--- src/rtl/seg_pkg.sv ---
// Shared constants and scan state type for the seven-segment scan controller.
// Optional feature macro: LEADING_ZERO_BLANK_EN.
package seg_pkg;
    localparam int NUM_DIGITS = 4;
    localparam int IDX_W = $clog2(NUM_DIGITS);
    localparam logic [NUM_DIGITS-1:0] AN_OFF = 4'b1111;

    typedef enum logic {
        BLANK,
        SHOW
    } scan_state_t;
endpackage

--- src/rtl/seg_refresh_timer.sv ---
// Slot counter, digit index and blank/show phase for the display scan.
// Produces the frame-boundary strobe on the last cycle of digit 3.
module seg_refresh_timer
    import seg_pkg::*;
#(
    parameter int REFRESH_CNT = 50000,
    parameter int BLANK_CNT   = 500
) (
    input  logic             clk,
    input  logic             rst_n,
    output logic [IDX_W-1:0] idx,
    output scan_state_t      state,
    output logic             boundary
);
    localparam int CW = $clog2(REFRESH_CNT);
    localparam logic [CW-1:0] LAST = CW'(REFRESH_CNT - 1);
    localparam logic [CW-1:0] BLK = CW'(BLANK_CNT);
    localparam logic [IDX_W-1:0] IDX_LAST = IDX_W'(NUM_DIGITS - 1);
    localparam scan_state_t RST_STATE = (BLANK_CNT > 0) ? BLANK : SHOW;

    logic [CW-1:0]    cnt;
    logic [CW-1:0]    cnt_d;
    logic [IDX_W-1:0] idx_d;
    scan_state_t      state_d;

    always_ff @(posedge clk or negedge rst_n) begin
        if (!rst_n) begin
            cnt   <= '0;
            idx   <= '0;
            state <= RST_STATE;
        end else begin
            cnt   <= cnt_d;
            idx   <= idx_d;
            state <= state_d;
        end
    end

    // Phase follows the counter value that will be current next cycle.
    always_comb begin
        cnt_d   = cnt + 1'b1;
        idx_d   = idx;
        if (cnt == LAST) begin
            cnt_d = '0;
            idx_d = idx + 1'b1;
        end
        state_d = (cnt_d < BLK) ? BLANK : SHOW;
    end

    always_comb begin
        boundary = (cnt == LAST) && (idx == IDX_LAST);
    end
endmodule

--- src/rtl/seg_scan_ctrl.sv ---
// Four-digit multiplexed display controller with frame-synchronous reload.
// Define LEADING_ZERO_BLANK_EN to suppress leading zero digits.
module seg_scan_ctrl
    import seg_pkg::*;
#(
    parameter int REFRESH_CNT = 50000,
    parameter int BLANK_CNT   = 500
) (
    input  logic        clk,
    input  logic        rst_n,
    input  logic [15:0] value_in,
    input  logic [3:0]  dp_in,
    input  logic        load,
    output logic [3:0]  char,
    output logic [3:0]  an,
    output logic        dp,
    output logic        frame_tick
);
    logic [IDX_W-1:0] idx;
    scan_state_t      state;
    logic             boundary;

    logic [15:0] disp;
    logic [3:0]  disp_dp;
    logic [15:0] pending;
    logic [3:0]  pending_dp;
    logic        pend;

    logic [3:0]  nib;
    logic        lit;

    seg_refresh_timer #(
        .REFRESH_CNT(REFRESH_CNT),
        .BLANK_CNT  (BLANK_CNT)
    ) u_timer (
        .clk     (clk),
        .rst_n   (rst_n),
        .idx     (idx),
        .state   (state),
        .boundary(boundary)
    );

    // A load on the boundary cycle bypasses the pending stage.
    always_ff @(posedge clk or negedge rst_n) begin
        if (!rst_n) begin
            disp       <= '0;
            disp_dp    <= '0;
            pending    <= '0;
            pending_dp <= '0;
            pend       <= 1'b0;
        end else if (boundary) begin
            pend <= 1'b0;
            if (load) begin
                disp    <= value_in;
                disp_dp <= dp_in;
            end else if (pend) begin
                disp    <= pending;
                disp_dp <= pending_dp;
            end
        end else if (load) begin
            pending    <= value_in;
            pending_dp <= dp_in;
            pend       <= 1'b1;
        end
    end

    always_comb begin
        nib = disp[{idx, 2'b00} +: 4];
`ifdef LEADING_ZERO_BLANK_EN
        lit = (idx == '0) || ((disp >> {idx, 2'b00}) != 16'h0)
              || disp_dp[idx];
`else
        lit = 1'b1;
`endif
    end

    always_ff @(posedge clk or negedge rst_n) begin
        if (!rst_n) begin
            char       <= '0;
            an         <= AN_OFF;
            dp         <= 1'b1;
            frame_tick <= 1'b0;
        end else begin
            char       <= nib;
            frame_tick <= boundary;
            if (state == SHOW) begin
                an <= lit ? ~(4'b0001 << idx) : AN_OFF;
                dp <= ~disp_dp[idx];
            end else begin
                an <= AN_OFF;
                dp <= 1'b1;
            end
        end
    end
endmodule

--- config.mk ---
export PLATFORM = sky130hd
export DESIGN_NAME = seg_scan_ctrl
export DESIGN_NICKNAME = d
export VERILOG_FILES = /design/src/rtl/seg_pkg.sv /design/src/rtl/seg_refresh_timer.sv /design/src/rtl/seg_scan_ctrl.sv
export SDC_FILE = /design/constraint.sdc
export NUM_CORES = 1
export LEC_CHECK = 0
export ABC_CLOCK_PERIOD_IN_PS = 2700
export CORE_ASPECT_RATIO = 2
export CORE_UTILIZATION = 59
export CTS_BUF_LIST = sky130_fd_sc_hd__clkbuf_4
export DETAILED_ROUTE_END_ITERATION = 8
export PLACE_DENSITY = 0.93
export SLEW_MARGIN = 20
export SYNTH_ARGS = -nofsm -noshare
export SYNTH_HDL_FRONTEND = slang
export SYNTH_SLANG_ARGS = --single-unit
--- constraint.sdc ---
create_clock -name clk -period 2.7 [get_ports clk]
set_clock_uncertainty 0.15 [all_clocks]
set_input_delay 0.54 -clock clk [delete_from_list [all_inputs] [get_ports clk]]
set_output_delay 0.54 -clock clk [all_outputs]
set_load 0.02 [all_outputs]
# Word-level counts from Yosys, hierarchy flattened

Index checks and enable logic that the tools add are counted.

Logic and storage cells: 40
Bits in registers: 70
Bits of input ports: 23
Output and inout bits: 10

Order comparisons: 2
Add/sub/neg operators: 2
Shift-type cells: 2
Equal/unequal tests: 2
Reductions and logical operators: 5
Bitwise operators: 3
Multiplexer cells: 12

Operator list:

| kind                                                 | count |
|---|---|
| two-way mux 16 bit                                   | 3 |
| adder 16 x 1 -> 16 bit (second input constant)       | 1 |
| equality test 16 bit (second input constant)         | 1 |
| < comparator 16 x 9 -> 1 bit (second input constant) | 1 |
| variable part select 16 x 5 -> 4 bit                 | 1 |
| two-way mux 4 bit                                    | 3 |
| two-way mux 1 bit                                    | 5 |
| inverter 4 bit                                       | 1 |
| AND reduction 2 bit                                  | 2 |
| nonzero test 2 bit                                   | 2 |
| << shifter 1 x 2 -> 4 bit (first input constant)     | 1 |
| < comparator 2 x 3 -> 1 bit (second input constant)  | 1 |
| adder 2 x 1 -> 2 bit (second input constant)         | 1 |
| binary-select mux 1 bit (select 2 bit)               | 1 |
| equality test 2 bit (second input constant)          | 1 |
| inverter 1 bit                                       | 2 |
| logical AND 1 bit                                    | 1 |

# Depth between registers and ports, before layout

Gate-level depths: netlist of run 1.

Depth after elaboration: 4
Depth in mapped cells: 7

# By module

From an unflattened synthesis of run 1, not the netlist that was laid out.

Cell total of the unflattened synthesis: 249
Area total of the unflattened synthesis: 3369.5 µm²

Modules (own cells, without submodules):

| module            | seq. area each (µm²) | area each (µm²) | cells an instance | instances |
|---|---|---|---|---|
| seg_scan_ctrl     | 1282.5               | 2254.7          | 133               | 1 |
| seg_refresh_timer | 475.5                | 1114.8          | 116               | 1 |

# Least setup slack after synthesis of run 1

OpenSTA, ideal clock, no wires.

Path type: reg2reg
From: register u_timer.cnt[10]
To: register pending[0]
Required time: 2425 ps
Data arrival time: 2244 ps
Stages on the path, launching flop included: 7
Slack: 181 ps
Setup time: 125 ps
Path through: dfrtp_1 -> or4b_4 -> nor4_4 -> and2_2 -> nand2b_1 -> buf_4 -> mux2_2

Longest elaborated chain between the ends: 4

RTL lines:

| element                       | RTL line                | RTL |
|---|---|---|
| start: declaration            | seg_refresh_timer.sv:21 | `logic [CW-1:0] cnt;` |
| start signal: assignment      | seg_refresh_timer.sv:32 | `cnt <= cnt_d;` |
| equality test 16 bit          | seg_refresh_timer.sv:50 | `boundary = (cnt == LAST) && (idx == IDX_LAST);` |
| logical AND 1 bit             | seg_refresh_timer.sv:50 |  |
| named net boundary            | seg_scan_ctrl.sv:21     | `logic boundary;` |
| inverter 1 bit (no line)      | -                       |  |
| AND reduction 2 bit (no line) | -                       |  |
| end signal: assignment        | seg_scan_ctrl.sv:61     | `pending <= value_in;` |
| end: declaration              | seg_scan_ctrl.sv:25     | `logic [15:0] pending;` |

The timed path passes the listed nets, and every way through them passes these cells.
A chain may end at the register's enable or synchronous reset.

# Final worst setup path of run 1

From: register u_timer.cnt[12]
To: register u_timer.state

Longest elaborated chain between the ends: 4
Elaborated cells between the ends (all ways): 5

RTL lines:

| element                                                               | RTL line                                         | RTL |
|---|---|---|
| adder 16 x 1 -> 16 bit / equality test 16 bit (equally long branches) | seg_refresh_timer.sv:40, seg_refresh_timer.sv:42 |  |
| two-way mux 16 bit *                                                  | seg_refresh_timer.sv:42                          | `if (cnt == LAST) begin` |
| < comparator 16 x 9 -> 1 bit *                                        | seg_refresh_timer.sv:46                          | `state_d = (cnt_d < BLK) ? BLANK : SHOW;` |
| two-way mux 1 bit *                                                   | seg_refresh_timer.sv:46                          |  |
| named net u_timer.state_d                                             | seg_refresh_timer.sv:24                          | `scan_state_t state_d;` |
| end signal: assignment                                                | seg_refresh_timer.sv:34                          | `state <= state_d;` |
| end: declaration                                                      | seg_refresh_timer.sv:12                          | `output scan_state_t state,` |

The timed path passes the listed nets; every way through them passes the cells marked *.

==> results of run 1 <==
==> cell families (layout without fill, tap and decap cells) <==
| logic type | Yosys count | count (layout) | synth area share, % |
|---|---|---|---|
| adder cells (fa/ha/maj) | 5 | 5 | 1.920 |
| AO/OA/AOI/OAI | 17 | 17 | 3.533 |
| buffers and inverters | 16 | 63 | 2.419 |
| flip-flops | 70 | 70 | 53.96 |
| XOR/XNOR | 14 | 14 | 3.764 |
| multiplexers | 66 | 66 | 24.50 |
| AND/OR/NAND/NOR | 56 | 56 | 9.908 |
==> Yosys cell counts <==
master	instances	area share (%)
nor3b_1	1	0.23
nor4_4	1	0.65
o21bai_1	1	0.23
nor2_1	10	1.2
or3_1	3	0.58
o2111a_1	1	0.35
ha_1	5	1.9
a21oi_1	3	0.46
and3_1	2	0.38
a31oi_1	1	0.19
mux2i_1	1	0.31
nand4bb_1	2	0.69
clkbuf_1	6	0.69
and2_2	2	0.46
inv_1	5	0.58
a311o_1	1	0.31
mux4_2	5	3.5
or4_4	1	0.35
o21ai_0	5	0.77
mux2_1	2	0.69
buf_4	5	1.2
xnor2_1	8	2.2
o22ai_1	1	0.19
a32oi_1	1	0.27
a211o_1	1	0.27
nand2_1	14	1.6
dfrtp_1	65	50
mux2_2	58	20
nand4_1	3	0.58
nor4_1	4	0.77
nor3_1	2	0.31
nand2b_1	1	0.19
xor2_1	6	1.6
a21o_1	1	0.23
and4_1	1	0.27
or2_2	1	0.19
o21ai_2	1	0.27
nand3_1	7	1.1
or4b_4	1	0.42
dfstp_2	5	4.0
==> timing repair <==
item / CTS / global route
endpoints found under the setup margin: 0 / 0
hold buffers: 1 / 0
hold endpoints to repair: 16 / 0
==> through the flow <==
stage	utilization (%)	instances	cell area, sq um
2_1_floorplan	-	244	3258
3_3_place_gp	68.51	334	3681
3_5_place_dp	68.51	334	3681
4_1_cts	71.26	351	3829
5_1_grt	71.26	351	3829
6_report	71.26	351	3829
==> final cells by class <==
cell class,instances,area share [%]
repair buffers,42,10.92
clock buffers,10,1.961
multi-input cells,158,37.12
flip-flops and latches,70,45.92
clock inverters,6,1.634
inverters,5,0.4902
well taps,60,1.961
==> state kept, by name, summed over array words and instances (netlist names) <==
| signal | cells |
|---|---|
| disp_dp | 4 |
| frame_tick | 1 |
| an | 4 |
| disp | 16 |
| char | 4 |
| pend | 1 |
| dp | 1 |
| pending | 16 |
| pending_dp | 4 |
| u_timer.cnt | 16 |
| u_timer.state | 1 |
| u_timer.idx | 2 |
==> worst paths after layout <==
kind / startpoint / endpoint / slack [ns] / cells after the start
worst max-delay path: u_timer.cnt[12] / u_timer.state / 0.16 / 5
worst min-delay path: u_timer.state / an[3] / 0.34 / 1
worst max register to register: u_timer.cnt[12] / u_timer.state / 0.16 / 5
worst min register to register: u_timer.state / an[3] / 0.34 / 1
max in group asynchronous: rst_n / an[0] / 1.31 / 3
min in group asynchronous: rst_n / pending[1] / 0.42 / 2
==> critical path, cell delays in order (launching register included) <==
cell and delay, ns:
dfrtp_1 0.43, or4b_4 0.56, or4_4 0.57, a211o_1 0.31, a21o_1 0.15, a311o_1 0.27
==> report_power, final <==
group	leakage, nW	switching (mW)	internal [mW]
combinational	0.748	0.0601	0.0899
sequential	0.896	0.0149	1.08
clock	0.0700	0.364	0.289
==> routing by layer <==
metal / vias up / wire (um) / GRT usage, %
met5: - / 0 / 0
met4: 0 / 318 / 20.33
met3: 31 / 192 / 3.830
met2: 59 / 3517 / 43.21
met1: 1052 / 2363 / 28.31
li1: 964 / - / -
==> placed cells by master, fill, tap and decap left out, types with 6 or more instances in the layout <==
master and n:
buf_4 7, mux2_2 58, clkbuf_4 10, xnor2_1 8, dfrtp_1 65, nand3_1 7
nor2_1 10, clkdlybuf4s50_1 31, nand2_1 14, xor2_1 6
==> results.yml, run 1 <==
clock_network:
  cts_tree: "built"
  htreeDepth: 3
  postCtsSetupRepairBufs: 0
  numClockSinks: 70
  cts-root-buf: "clkbuf_4"
  cts.clk_slew.worst_paths_ns: 0.12
  cts_buffers: 9
  clock_latency_ns: 0.42
  cts_resized: 0
  clockBufferDepth: 2
worst_setup_path:
  arrival_ns: 2.71
  crit_type: "reg -> reg"
  cp.required_ns: 2.86
  critPathMaxFanout: 3
  end_kind: "flip-flop"
  start_kind: "flip-flop"
die:
  core_area_sq_mm: 0.005373
  initial_utilization_pct: 60.64
  core.rowCount: 38
  die_x_um: 54.55
  ioPinCount: 33
  die_y_um: 107.1
  die-area_sq_mm: 0.005841
global_route:
  grt_pass1_vias: 2265
  grt_first_pass_wirelength_um: 10610
  gr-total-overflow: 0
  grt_start_max_net_pins: 36
  antenna_found_initial: 0
  grt_usage_pct: 26.31
route:
  vias: 2106
  ant_nets: 0
  wirelength_um: 6393
  avgViaCountPerCell: 6.000
  drc: 0
  drtIter0Drc: 53
  first_pass_iters: 4
  wl_per_cell_um: 18.21
place:
  port_buffers: 32
  dp_hpwl_um: 4512
  pre_cts_slack_ns: 0.1728
  place_congestion: 0.8680
sta:
  finalSetupViolCount: 0
  timing.setup.tns_ns: 0
  period_share_pct: 94.20
  whs_ns: 0.3417
  worstMarginPinSlew_ns: 0.9982
  finalMaxSlewViolations: 0
  fmax_mhz: 393.2
  slew_headroom_pct: 33.45
  final_hold_viol_count: 0
  fin_crit_ns: 2.544
  finalWorstSetupSlack_ns: 0.1565
  rsz0062_at_grt: "false"
power:
  powerDensity_mw_per_mm2: 495.2
  peakVddDrop_mv: 0.4571
  p_leak_nw: 1.713
  power_mw: 1.896
final_layout:
  drive_above_1_share_pct: 34.36
  antennaDiodeCount: 0
  seq_area_sq_mm: 0.001758
  syn_to_final_growth_pct: 17.51
  final.fill_count: 370
  nNetsFinal: 314
  multi_input_area_sq_mm: 0.001421
logic_synthesis:
  synth-seq-area-share_pct: 53.96
  synth_nets: 272
  synthesis.area_sq_mm: 0.003258
  yosysUniqueCellTypes: 40
  syn_inst: 244
  post_synth.cell_area_avg_sq_um: 13.35
  ys_ff_latch: 70
  ys_warn_count: 0
min_path:
  hold_class: "reg -> reg"
flow_run:
  cap_violations: 0
status:
  outcome: "finished, final reports clean"
Power figures use the tool's default switching activity.
==> run 2, diff against run 1 <==
CTS_CLUSTER_SIZE = 20   (was default)
==> results of run 2 <==
Same layout as run 1: the final DEF is identical, and so are final timing and power.
==> run 3, diff against run 2 <==
CORE_UTILIZATION = 38   (was 59)
PLACE_DENSITY = 0.68   (was 0.93)
==> results.yml, run 3 (synthesis results as in run 1) <==
route:
  avgViaCountPerCell: 5.228
  vias: 2044
  drc: 0
  drtIter0Drc: 118
  wl_per_cell_um: 15.75
  ant_nets: 0
  wirelength_um: 6159
  first_pass_iters: 4
clock_network:
  cts-root-buf: "clkbuf_4"
  cts_resized: 0
  numClockSinks: 70
  cts_buffers: 9
  htreeDepth: 3
  cts_tree: "built"
  postCtsSetupRepairBufs: 0
  cts.clk_slew.worst_paths_ns: 0.12
  clock_latency_ns: 0.40
  clockBufferDepth: 2
worst_setup_path:
  arrival_ns: 2.71
  crit_type: "reg -> reg"
  end_kind: "flip-flop"
  start_kind: "flip-flop"
  critPathMaxFanout: 3
  cp.required_ns: 2.84
final_layout:
  final_cell_mix: "65 x dfrtp_1, 58 x mux2_2, 31 x clkdlybuf4s50_1"
  final_common_cell: "dfrtp_1"
  syn_to_final_growth_pct: 18.74
  layout.cells.non_filler: 391
  nNetsFinal: 315
  drive_above_1_share_pct: 34.25
  reg_top3: "disp x16, pending x16, u_timer.cnt x16"
min_path:
  hold_class: "reg -> reg"
sta:
  timing.setup.tns_ns: 0
  fin_crit_ns: 2.571
  rsz0062_at_grt: "false"
  fmax_mhz: 389.0
  finalSetupViolCount: 0
  slew_headroom_pct: 34.19
  final_hold_viol_count: 0
  worstMarginPinSlew_ns: 0.9871
  finalMaxSlewViolations: 0
  period_share_pct: 95.21
global_route:
  gr-total-overflow: 0
  grt_pass1_vias: 2144
  grt_first_pass_wirelength_um: 10200
  grt_usage_pct: 15.52
  grt_start_max_net_pins: 28
  antenna_found_initial: 1
die:
  ioPinCount: 33
  initial_utilization_pct: 39.29
  core.rowCount: 47
  die_y_um: 133.0
  die_x_um: 67.48
  die-area_sq_mm: 0.008971
  core_area_sq_mm: 0.008292
power:
  p_leak_nw: 1.707
  powerDensity_mw_per_mm2: 486.7
  power.internal_mw: 1.441
  peakVddDrop_mv: 0.2430
  seqPwrFrac_pct: 58.0
  combinationalPowerShare_pct: 7.8
  p_switching_uw: 442.2
  clockPowerShare_pct: 34.3
  p_sw_share_pct: 23.48
place:
  placedCellCount: 373
  place_congestion: 0.8995
  port_buffers: 32
  dp_hpwl_um: 4465
status:
  outcome: "finished, final reports clean"
flow_run:
  cap_violations: 0
-- run 3: changes by cell type in the layout (fill, tap and decap cells not counted), sizes merged --
cell | previous run | this run
buf | 10 | 11
clkbuf | 10 | 9
clkinvlp | 2 | 3
diode | 0 | 1
-- run 3: worst paths after layout --
| kind | slack, ns | to | start | cells after the start |
|---|---|---|---|---|
| max | 0.13 | u_timer.state | u_timer.cnt[12] | 5 |
| min | 0.34 | dp | u_timer.state | 1 |
| max reg2reg | 0.13 | u_timer.state | u_timer.cnt[12] | 5 |
| min reg2reg | 0.34 | dp | u_timer.state | 1 |
| max in group asynchronous | 1.24 | an[1] | rst_n | 3 |
| min in group asynchronous | 0.52 | disp[14] | rst_n | 2 |
-- run 3: stage by stage --
stage          setup slack (ns)  total power, mW  hold WS [ns]  util, %  cell area (sq um)
6_report                 0.1293            1.883        0.3388    46.66               3869
5_1_grt                 0.01478            1.970        0.3653    46.66               3869
3_5_place_dp             0.1517            1.261        0.3399    44.91               3724
4_1_cts                  0.1337            1.916        0.3459    46.63               3866
3_3_place_gp             0.1836            1.258        0.3185    44.91               3724
2_1_floorplan            0.1811            1.180       0.09441        -               3258
-- run 3: power groups by stage --
stage / registers (mW) / logic [mW] / clock network, mW
6_report: 1.09 / 0.147 / 0.645
2_1_floorplan: 1.11 / 0.0730 / 0
3_3_place_gp: 1.11 / 0.148 / 0
5_1_grt: 1.10 / 0.162 / 0.712
4_1_cts: 1.09 / 0.152 / 0.673
3_5_place_dp: 1.11 / 0.150 / 0
-- run 3: final cells by class --
| cell class | count | area [sq um] |
|---|---|---|
| repair buffers | 43 | 412.9 |
| fillers | 746 | 4423 |
| clock buffers | 9 | 67.56 |
| well taps | 98 | 122.6 |
| diodes | 1 | 2.502 |
| flip-flops and latches | 70 | 1758 |
| inverters | 5 | 18.77 |
| clock inverters | 7 | 65.06 |
| multi-input cells | 158 | 1421 |
-- run 3: what timing repair did --
action                                 in CTS  in global routing
hold buffers                                1                  0
setup endpoints to repair                   0                  0
endpoints found under the hold margin      24                  0
-- run 3: routing by layer --
layer  GRT usage, %  part of all wire [%]  up-vias
met3          3.534                   2.9       12
met4          8.983                   2.6        0
li1               -                     -      958
met1          17.45                    40     1036
met5              0                     0        -
met2          25.69                    55       38
-- run 3: critical path, cell delays in order, from the launching register on --
cell and delay, ns:
dfrtp_1 0.43, or4b_4 0.57, or4_4 0.58, a211o_1 0.30
a21o_1 0.16, a311o_1 0.28
